`config.mk`:
```
export PLATFORM = sky130hd
export DESIGN_NAME = seq_mult_shift_add
export DESIGN_NICKNAME = d
export VERILOG_FILES = /design/src/rtl/seq_mult_shift_add.sv
export SDC_FILE = /design/constraint.sdc
export NUM_CORES = 1
export LEC_CHECK = 0
export BUFFER_PORTS_ARGS = -buffer_cell sky130_fd_sc_hd__buf_2
export CAP_MARGIN = 0
export CORE_UTILIZATION = 50
export CTS_BUF_LIST = sky130_fd_sc_hd__clkbuf_2
export CTS_CLUSTER_DIAMETER = 30
export DETAILED_ROUTE_END_ITERATION = 12
export GPL_TIMING_DRIVEN = 1
export HOLD_SLACK_MARGIN = 0.05
export PLACE_DENSITY = 0.71
export SETUP_SLACK_MARGIN = 0.3
export SYNTH_ARGS = -nofsm -noshare
export SYNTH_HDL_FRONTEND = slang
export SYNTH_HIERARCHICAL = 1
export SYNTH_SLANG_ARGS = --single-unit
```
`constraint.sdc`:
```
create_clock -name clock -period 2.53 [get_ports clock]
set_input_delay 0.506 -clock clock [delete_from_list [all_inputs] [get_ports clock]]
set_output_delay 0.506 -clock clock [all_outputs]
set_load 0.01 [all_outputs]
```
`src/rtl/seq_mult_shift_add.sv`:
```
`default_nettype none
// ============================================================================
// Module   : seq_mult_shift_add (with add_sub_4bit datapath adder)
// Brief    : Sequential unsigned shift-and-add multiplier, start/busy/done.
// Revision : 1.0 - initial release
// ============================================================================

// 4-bit ripple adder/subtractor: c_in = 0 adds, c_in = 1 subtracts (a - b).
module add_sub_4bit (
  input  logic [3:0] a,
  input  logic [3:0] b,
  input  logic       c_in,
  output logic [3:0] sum,
  output logic       c_out
);

  logic [3:0] w_b_eff;
  logic [4:0] w_carry;

  assign w_b_eff    = b ^ {4{c_in}};
  assign w_carry[0] = c_in;

  for (genvar i = 0; i < 4; i++) begin : g_bit
    assign sum[i]       = a[i] ^ w_b_eff[i] ^ w_carry[i];
    assign w_carry[i+1] = (a[i] & w_b_eff[i]) | (w_carry[i] & (a[i] ^ w_b_eff[i]));
  end

  assign c_out = w_carry[4];

endmodule

module seq_mult_shift_add #(
  parameter int WIDTH = 4
) (
  input  logic                 clock,
  input  logic                 reset_b,
  input  logic                 start,
  input  logic [WIDTH-1:0]     multiplicand,
  input  logic [WIDTH-1:0]     multiplier,
  output logic [2*WIDTH-1:0]   product,
  output logic                 busy,
  output logic                 done
);

  localparam int P_W = $clog2(WIDTH + 1);
  localparam logic [P_W-1:0] C_P_INIT = P_W'(WIDTH);

  typedef enum logic [1:0] {
    S_IDLE  = 2'd0,
    S_ADD   = 2'd1,
    S_SHIFT = 2'd2
  } state_t;

  state_t r_state;
  state_t w_state_next;

  logic [WIDTH-1:0]   r_b;
  logic [WIDTH-1:0]   r_a;
  logic [WIDTH-1:0]   r_q;
  logic               r_c;
  logic [P_W-1:0]     r_p;
  logic [2*WIDTH-1:0] r_product;
  logic               r_done;

  logic [WIDTH-1:0]   w_sum;
  logic               w_c_out;
  logic               w_last;

  // Datapath adder: the shared 4-bit block when it fits, a plain add otherwise.
  if (WIDTH == 4) begin : g_team_adder
    add_sub_4bit u_adder (
      .a     (r_a),
      .b     (r_b),
      .c_in  (1'b0),
      .sum   (w_sum),
      .c_out (w_c_out)
    );
  end else begin : g_generic_adder
    assign {w_c_out, w_sum} = {1'b0, r_a} + {1'b0, r_b};
  end

  assign w_last = (r_state == S_SHIFT) && (r_p == '0);

  always_ff @(posedge clock or negedge reset_b) begin
    if (!reset_b) begin
      r_state <= S_IDLE;
    end else begin
      r_state <= w_state_next;
    end
  end

  always_comb begin
    w_state_next = r_state;
    case (r_state)
      S_IDLE:  if (start) w_state_next = S_ADD;
      S_ADD:   w_state_next = S_SHIFT;
      S_SHIFT: w_state_next = w_last ? S_IDLE : S_ADD;
      default: w_state_next = S_IDLE;
    endcase
  end

  always_ff @(posedge clock or negedge reset_b) begin
    if (!reset_b) begin
      r_b       <= '0;
      r_a       <= '0;
      r_q       <= '0;
      r_c       <= 1'b0;
      r_p       <= '0;
      r_product <= '0;
      r_done    <= 1'b0;
    end else begin
      r_done <= 1'b0;
      case (r_state)
        S_IDLE: begin
          if (start) begin
            r_b <= multiplicand;
            r_q <= multiplier;
            r_a <= '0;
            r_c <= 1'b0;
            r_p <= C_P_INIT;
          end
        end
        S_ADD: begin
          if (r_q[0]) begin
            {r_c, r_a} <= {w_c_out, w_sum};
          end else begin
            r_c <= 1'b0;
          end
          r_p <= r_p - 1'b1;
        end
        S_SHIFT: begin
          // The carry from the add step becomes the new accumulator MSB.
          {r_c, r_a, r_q} <= {1'b0, r_c, r_a, r_q[WIDTH-1:1]};
          if (r_p == '0) begin
            r_product <= {r_c, r_a, r_q[WIDTH-1:1]};
            r_done    <= 1'b1;
          end
        end
        default: ;
      endcase
    end
  end

  assign product = r_product;
  assign done    = r_done;
  assign busy    = (r_state != S_IDLE);

endmodule
`default_nettype wire

```
==> results.md, run 1 <==
* GR Overflow Total at 0
* LEAKAGE at ~0.80 nW
* Post-synthesis xor/xnor area fraction at 0.02399
* Reg2Reg Setup Slack at about 0.14 ns
* TritonCTS clock tree: done
* Kind of critical path: reg -> reg
* Worst-path clk slew at 0.24 ns
* Avg Cell Area, Syn at 11.59 um^2
* Num rows at 19
* Slew Limit Fails at 0
* Layout cell share with drive strength beyond 1 at 0.3355
* Worst slew pin tran at approximately 0.6 ns
* Wire length of the first global-routing pass at 4.422 mm
* Peak supply drop at 0.0005779 V
* PwrDens at approximately 1100 nW/um^2
* Mapped Area at 1460 um^2
* Power share of the clock group at 0.087
* Number of DRC markers in iteration 0 at 28
* Crit-path max FO at 2
* Drt wl/cell at about 14 um
* Status: completed
* Synth Area in Compound Gates at 0.1071
* Antenna Nets Post-Route at 0
* Power, Total at about 1.8 mW
* Die width at between 50 and 60 um
* Worst skew pair latency at between 0.3 and 0.4 ns
* CP max stage delay at 0.46 ns
* Clk Tree Root Cell: clkbuf_2
* Num CTS Buffers at 3
* RSZ-0062 raised after global routing: true
* Drt pass-1 iters at 4
* Hold WC Path Type: in -> async
* CP arrival at roughly 2.7 ns
* IO Count at 21
* Max-Cap Viols at 0
* H-tree Lvls at 1
* Area of the die at between 3000 and 4000 um^2
* # port buffers at 20
* Vias/cell at approximately 5.3
* Drc violations at 0
* Core ar. at about 2800 um^2
* CP Cell Sequence: mux2_2 -> fa_2 -> inv_2 -> fa_2 -> inv_1 -> fa_1 -> a22oi_1 -> nor2b_1 -> mux2_2
* Post-Synthesis Cells at about 130
* Final min period at between 2 and 2.5 ns
* Top post-synthesis cells by area: dfrtp_1 46%, mux2_2 13%, ha_1 6.0%, fa_1 4.1%, inv_1 2.8%
* Detailed Route WL at between 2 and 3 mm
* Fin Hold WS at roughly 0.12 ns
* Total GRT Usage at 0.1826
* CP Data Required Time at roughly 2.8 ns
* Die Y at approximately 56 um
* Synth Area in Adders at 0.1011
* Cell Area, Placed at ~1600 um^2
* Synth Area in Simple Gates at 0.1157
* Clock Tree Buf Depth at 2
* DP Cell Count at between 150 and 200
* Setup total negative slack at 0 ns
* Largest net degree at the start of global routing at 28
* Critical-path top delay cell: dfrtp_1
* Setup crit start kind: register
* R2R cell count at 9
* Yosys reg bits at 27
* Gp weighted congestion at 0.7928
* Final cell count without fillers at between 150 and 200
* Post-synth top area share at 0.4627
* Tcrit/Tclk final at 0.9447
* Final Hold Violating Endpoints at 0
* Post-route cell area at 1633 um^2
* Bufs and invs on worst path at 2
* Diode count at 0
* Number of global-route vias before repair at 953
* P_sw at slightly above 700 uW
* Internal power at 1.126 mW
* R2r startpoint: r_b[0]
* Comb pwr share at 0.514
* Syn-to-layout area delta at 11.83%
* Initial antenna violation count at 0
* Clock Skews at roughly 0.013 ns
* Cell variety after synth at 29
* Fmax at about 420 MHz
* Main combinational cell family by area after synthesis: multiplexers
* Critical path endpoint category: register
* Register area share after synthesis at 0.4627
* Final setup viols at 0
* Syn. warnings at 6
* TritonCTS Sinks at 27
* Layout Nets at about 170
* Dominant cell type by area after synthesis: dfrtp_1
* Starting Density at 0.5295
* Reg2reg end: r_a[3]
* Switching Share at 0.3903
* Via Count at a little under 1k
* Sequential power share at 0.399
* Mux cell area share after synthesis at 0.1311
* Slew headroom at 0.6055
* DP HPWL at around 1.9 mm
* Worst path top cell family by delay: adder cells
* Post-CTS Hold Buffers at 0
## synth_stat cells
master and instances:
ha_1 7, xor2_1 3, xnor2_1 1, o41ai_1 1, nor3_4 1, conb_1 1
nor2_1 3, nand4_1 1, buf_6 2, inv_1 11, a22oi_1 4, o211ai_1 1
mux2_2 17, nand2b_1 4, nor2b_4 1, nand2_1 5, fa_1 3, and3_1 2
nor2b_1 6, o31ai_1 1, a21oi_1 3, o21bai_1 1, buf_4 1, dfrtp_1 27
buf_2 2, nor3b_1 1, a221o_1 4, o21ai_0 8, nand3_1 4
## how the worst max path moves through the flow
stage	from	endpoint	slack, ns	cells past startpoint
floorplan	r_a[0]	r_a[3]	0.28	9
global placement	r_a[0]	r_a[3]	0.22	9
detailed placement	r_a[0]	r_a[3]	0.12	9
CTS	r_b[0]	r_a[3]	0.14	9
global route	r_b[0]	r_a[3]	0.09	9
finish	r_b[0]	r_a[3]	0.14	9
## cell families (layout without fill, tap and decap cells)
logic type | count (synthesis) | count (layout)
simple gates | 28 | 28
flops | 27 | 27
compound gates | 23 | 23
mux | 17 | 17
buf+inv | 16 | 39
fa+ha+maj | 10 | 10
xor+xnor | 4 | 4
other cells | 1 | 4
## per-layer routing
metal,wire length (um),GRT usage
met1,1148,0.2481
met2,1256,0.2959
met3,81,0.02791
met4,47,0.06969
met5,0,0
## metrics by stage
| step | utilization | setup WS (ns) |
|---|---|---|
| after floorplan | - | 0.2791 |
| after global placement | 0.5721 | 0.2250 |
| after global routing | 0.5921 | 0.09028 |
| final | 0.5921 | 0.1399 |
| after detailed placement | 0.5721 | 0.1168 |
| after CTS | 0.5885 | 0.1426 |
## cell type report
type	instances	area, um^2
clock buffer	4	20.02
inverter	11	41.29
sequential	27	675.6
multi-input combinational	86	726.9
timing repair buffer	24	130.1
fill	245	1125
tap	31	38.79
## placed cells by master (no fill, tap or decap)
master    instances
a21oi_1           3
a221o_1           4
a22oi_1           4
and3_1            2
buf_2            20
buf_4             4
clkbuf_2          4
conb_1            4
dfrtp_1          27
fa_1              1
fa_2              2
ha_1              7
inv_1            10
inv_2             1
mux2_2           17
nand2_1           5
nand2b_1          4
nand3_1           4
nand4_1           1
nor2_1            3
nor2b_1           6
nor2b_4           1
nor3_4            1
nor3b_1           1
o211ai_1          1
o21ai_0           8
o21bai_1          1
o31ai_1           1
o41ai_1           1
xnor2_1           1
xor2_1            2
xor2_2            1
## state kept, by name, indices dropped and copies added, names as in the netlist
signal   flops
r_a          4
product      8
r_b          4
r_state      2
r_q          4
r_p          3
r_c          1
done         1
## worst reg2reg max path: cells and delay by family (launching register included)
family | cells | cell delay, ns
simple gates | 1 | 0.07
flops | 1 | 0.46
buf+inv | 2 | 0.11
fa+ha+maj | 3 | 0.95
compound gates | 1 | 0.17
mux | 2 | 0.55
## power by group through the flow
stage	sequential, mW	combinational, mW	clock (mW)
floorplan	0.752	0.666	0
global placement	0.742	0.860	0
detailed placement	0.757	0.897	0
CTS	0.737	0.939	0.166
global route	0.762	1.06	0.182
finish	0.737	0.950	0.160
## what timing repair did
action,CTS,global route
endpoints found under the setup margin,1,1
resized for setup,2,2
setup buffers,2,1
pin swaps,1,1
cloned,0,0
No activity file was read; power rests on OpenSTA's default activity.
==> run 2: changes to the inputs <==
- SETUP_SLACK_MARGIN: 0.3 -> unset
- SLEW_MARGIN: unset -> 20
==> run 2 against run 1 <==
Via count unchanged. Critical path depth unchanged. Combinational power decreased by 6.3%. Sequential cell count unchanged. Clock skew increased by 0.0028 ns. Maximum frequency decreased by 2.7%. Largest power group unchanged. Non-clock buffer count decreased by 3. Register-to-register slack got worse by 0.07 ns. Clock power about the same. Largest cell class unchanged.
==> results.md, run 2 (same netlist as run 1, synthesis figures left out) <==
* TritonCTS clock tree: done
* Number of global-route vias before repair at about 950
* IO Count at 21
* Wire length of the first global-routing pass at between 4 and 5 mm
* Drt pass-1 iters at 4
* RSZ-0062 raised after global routing: false
* LEAKAGE at about 0.78 nW
* Clk Tree Root Cell: clkbuf_2
* Max-Cap Viols at 0
* Num rows at 19
* Peak supply drop at between 0.0005 and 0.0006 V
* Critical Path Start: r_a[0]
* Slew headroom at 0.6050
* DP HPWL at about 1.9 mm
* H-tree Lvls at 1
* Layout cell share with drive strength beyond 1 at 0.2953
* Reg area at 675.6 um^2
* Multi-input gate area at 714.4 um^2
* Core ar. at ~2800 um^2
* Diode count at 0
* Initial antenna violation count at 0
* Fmax at 407.2 MHz
* Slew Limit Fails at 0
* GR Overflow Total at 0
* Area of the die at about 3100 um^2
* Worst skew pair latency at 0.35 ns
* Final min period at between 2 and 2.5 ns
* Clock Tree Buf Depth at 2
* Setup total negative slack at 0 ns
* Most common cell after layout, fill and taps aside: dfrtp_1
* Starting Density at 0.5295
* Hold WC Path Type: in -> async
* TritonCTS Sinks at 27
* Crit-path max FO at 5
* Gp weighted congestion at approximately 0.79
* Via Count at approximately 1000
* Post-CTS sizing at 0
* R2r startpoint: r_a[0]
* Largest net degree at the start of global routing at 28
* Fill cells at between 200 and 250
* Detailed Route WL at between 2 and 2.5 mm
* Syn-to-layout area delta at 9.426%
* Die width at around 56 um
* Num CTS Buffers at 3
* Total GRT Usage at 0.1778
* Final Hold Violating Endpoints at 0
* Most frequent cells in the layout: 27 x dfrtp_1, 20 x buf_2, 17 x mux2_2
* Worst-path clk slew at 0.25 ns
* Setup crit start kind: register
* PwrDens at 1125 nW/um^2
* Worst slew pin tran at 0.5925 ns
* Max reg flops at 8
* Layout Nets at between 150 and 200
* Drc violations at 0
* Kind of critical path: reg -> reg
* Die Y at ~56 um
* Post-CTS Setup Bufs at 0
* Status: completed
* Power, Total at about 1.8 mW
* Final setup viols at 0
* Antenna Nets Post-Route at 0
* # port buffers at 20
* Post-CTS Hold Buffers at 0
* CP arrival at 2.74 ns
* Tcrit/Tclk final at 0.9708
* Vias/cell at between 5 and 6
* Critical path endpoint category: register
* Number of DRC markers in iteration 0 at 28
* Drt wl/cell at roughly 14 um
* CP Data Required Time at around 2.8 ns
* Clock Skews at between 0.015 and 0.02 ns
-- run 2: layout make-up --
cell class	instances	area share
Multi-Input combinational cell	86	0.4471
Sequential cell	27	0.4229
Timing Repair Buffer	21	0.06735
Inverter	11	0.02584
Tap cell	31	0.02428
Clock buffer	4	0.01253
-- run 2: critical path, cell delays in order (launching register included) --
cell     delay [ns]
dfrtp_1        0.49
mux2_2         0.29
fa_1           0.37
inv_1          0.08
fa_1           0.16
inv_1          0.06
fa_1           0.44
a22oi_1        0.17
nor2b_1        0.07
mux2_2         0.26
-- run 2: routing by layer --
layer / routed length (um) / vias up / share of wire / track usage
met5: 0 / - / 0 / 0
met4: 44 / 0 / 0.018 / 0.06969
met2: 1224 / 24 / 0.50 / 0.2857
li1: - / 475 / - / -
met3: 69 / 4 / 0.028 / 0.02791
met1: 1130 / 473 / 0.46 / 0.2423
-- run 2: path summary, 6_finish.rpt --
| kind | endpoint | slack [ns] | cells past startpoint |
|---|---|---|---|
| max in group asynchronous | r_state[0] | 2.02 | 1 |
| min in group clock | r_b[3] | 0.36 | 2 |
| setup reg to reg | r_a[3] | 0.07 | 9 |
| hold reg to reg | r_p[0] | 0.51 | 1 |
| hold / removal | product[4] | 0.11 | 1 |
| setup / recovery | r_a[3] | 0.07 | 9 |
-- run 2: where the power goes --
group	internal (mW)	leakage, nW	switching (mW)
registers	0.605	0.344	0.138
logic	0.444	0.425	0.447
clock network	0.0417	0.0166	0.121
-- run 2: stage by stage --
stage / std cells / worst slack [ns] / utilization / area, um^2 / hold slack, ns
2_1_floorplan: 129 / 0.2791 / - / 1471 / 0.2104
3_3_place_gp: 176 / 0.2250 / 0.5721 / 1578 / 0.4725
3_5_place_dp: 176 / 0.1168 / 0.5721 / 1578 / 0.4878
4_1_cts: 180 / 0.06937 / 0.5794 / 1598 / 0.1358
5_1_grt: 180 / 0.004113 / 0.5794 / 1598 / 0.1363
6_report: 180 / 0.07397 / 0.5794 / 1598 / 0.1076
==> run 3: changes to the inputs <==
- CELL_PAD_IN_SITES_DETAIL_PLACEMENT: unset -> 1
- CELL_PAD_IN_SITES_GLOBAL_PLACEMENT: unset -> 2
- CORE_UTILIZATION: 50 -> 39
- PLACE_DENSITY: 0.71 -> unset
- PLACE_DENSITY_LB_ADDON: unset -> 0.1
- SETUP_SLACK_MARGIN: unset -> 0.2
==> run 3 against run 2 <==
Maximum frequency up 5.6%. Count of clock-buffer cells in the layout did not move. Die area is 27% higher. Core utilization fell by 11 points. Via count rose by 2.0%. Critical path type unchanged. Critical endpoint unchanged.
==> results.md, run 3 (same netlist as run 1, synthesis figures left out) <==
* IO Count at 21
* Final cell count without fillers at 196
* Area of the die at about 4000 um^2
* Crit-path max FO at 2
* GR Overflow Total at 0
* Final Hold Violating Endpoints at 0
* Routing usage on met2 at 0.2500
* # port buffers at 20
* Initial antenna violation count at 0
* RSZ-0062 raised after global routing: true
* Worst-path clk slew at between 0.2 and 0.3 ns
* Clock Tree Buf Depth at 2
* Diode count at 0
* TritonCTS Sinks at 27
* Drt wl/cell at 14.90 um
* Layout cell share with drive strength beyond 1 at 0.3333
* Fin Hold WS at ~0.092 ns
* H-tree Lvls at 1
* Tcrit/Tclk final at 0.9195
* Peak supply drop at approximately 0.00044 V
* Max reg flops at 8
* Syn-to-layout area delta at 12.68%
* Status: completed
* Final min period at ~2.3 ns
* Drt pass-1 iters at 4
* Setup crit start kind: register
* Most common cell after layout, fill and taps aside: dfrtp_1
* Reg2Reg Setup Slack at between 0.2 and 0.25 ns
* DP HPWL at between 2 and 2.5 mm
* CP Data Required Time at ~2.8 ns
* LEAKAGE at ~0.8 nW
* Final setup viols at 0
* Worst slew pin tran at around 0.62 ns
* Via Count at approximately 1000
* CP arrival at 2.63 ns
* Post-CTS Hold Buffers at 0
* Antenna Nets Post-Route at 0
* Met1 usage at 0.2356
* Setup total negative slack at 0 ns
* Clk Tree Root Cell: clkbuf_2
* Wire length of the first global-routing pass at 5.050 mm
* Die width at around 63 um
* Largest net degree at the start of global routing at 28
* Fmax at 429.9 MHz
* Hold WC Path Type: in -> async
* Detailed Route WL at 2.920 mm
* Total GRT Usage at 0.1660
* Post-layout util at 0.4744
* Kind of critical path: reg -> reg
* Grt met3 use at 0.02174
* Slew headroom at 0.5870
* Slew Limit Fails at 0
* Crit path capture: r_a[3]
* DP Cell Count at 190
* Global route hottest layer: met2
* Die Y at around 63 um
* Most frequent cells in the layout: 27 x dfrtp_1, 20 x buf_2, 16 x mux2_2
* Num CTS Buffers at 3
* Reg2reg end: r_a[3]
* Vias/cell at 5.082
* Number of DRC markers in iteration 0 at 43
* R2R cell count at 9
* Number of global-route vias before repair at between 1k and 1.5k
* Power, Total at between 1.5 and 2 mW
* Starting Density at 0.4210
* R2r startpoint: r_b[0]
* Num rows at 21
* Core ar. at 3468 um^2
* PwrDens at about 1100 nW/um^2
* Worst skew pair latency at 0.38 ns
* TritonCTS clock tree: done
* Max-Cap Viols at 0
* Critical path endpoint category: register
* Drc violations at 0
* Clock Skews at roughly 0.01 ns
* Gp weighted congestion at ~0.74
* Layout Nets at between 150 and 200
* Critical Path Start: r_b[0]
==> run 3: per-stage QoR <==
stage	worst slack [ns]	area [um^2]
detailed placement	0.1385	1589
finish	0.2038	1645
global route	0.1339	1645
CTS	0.1775	1638
floorplan	0.2791	1471
global placement	0.2109	1589
==> run 3: worst min path at each step <==
stage                     startpoint    endpoint  slack [ns]  cells after the start
after floorplan              reset_b        done        0.21                      0
after global placement        r_p[0]      r_p[0]        0.48                      1
after detailed placement      r_p[0]      r_p[0]        0.48                      1
after CTS                    reset_b  product[6]        0.09                      1
after global routing         reset_b        done        0.10                      1
final                        reset_b      r_a[3]        0.09                      1
==> run 3: cell type report <==
type                    instances  area (um^2)
multi-input cells              86        735.7
repair buffers                 22        115.1
clock buffers                   4        20.02
fillers                       401         1823
inverters                      11        41.29
well taps                      46        57.56
flip-flops and latches         27        675.6
==> run 3: metal layers <==
layer,share of wire,vias to the layer above
met5,0,-
met4,0.018,0
met1,0.52,492
met3,0.032,5
li1,-,477
met2,0.43,22
==> run 3: what timing repair did <==
action | in CTS | in global routing
setup buffers | 2 | 0
endpoints found under the setup margin | 1 | 2
gates resized for setup | 4 | 2
pin swaps | 1 | 1
gates cloned | 0 | 0
==> run 3: report_power, final <==
part	switching [mW]	internal, mW	leakage, nW
clock	0.132	0.0417	0.0166
combinational	0.489	0.478	0.432
sequential	0.133	0.605	0.344
total	0.753	1.12	0.793
==> run 3: critical path, stage by stage, from the launching register on <==
cell and delay, ns:
dfrtp_1 0.46, mux2_4 0.32, fa_2 0.33, inv_2 0.06, fa_1 0.15, inv_1 0.05
fa_1 0.44, a22oi_2 0.13, nor2b_1 0.06, mux2_2 0.26
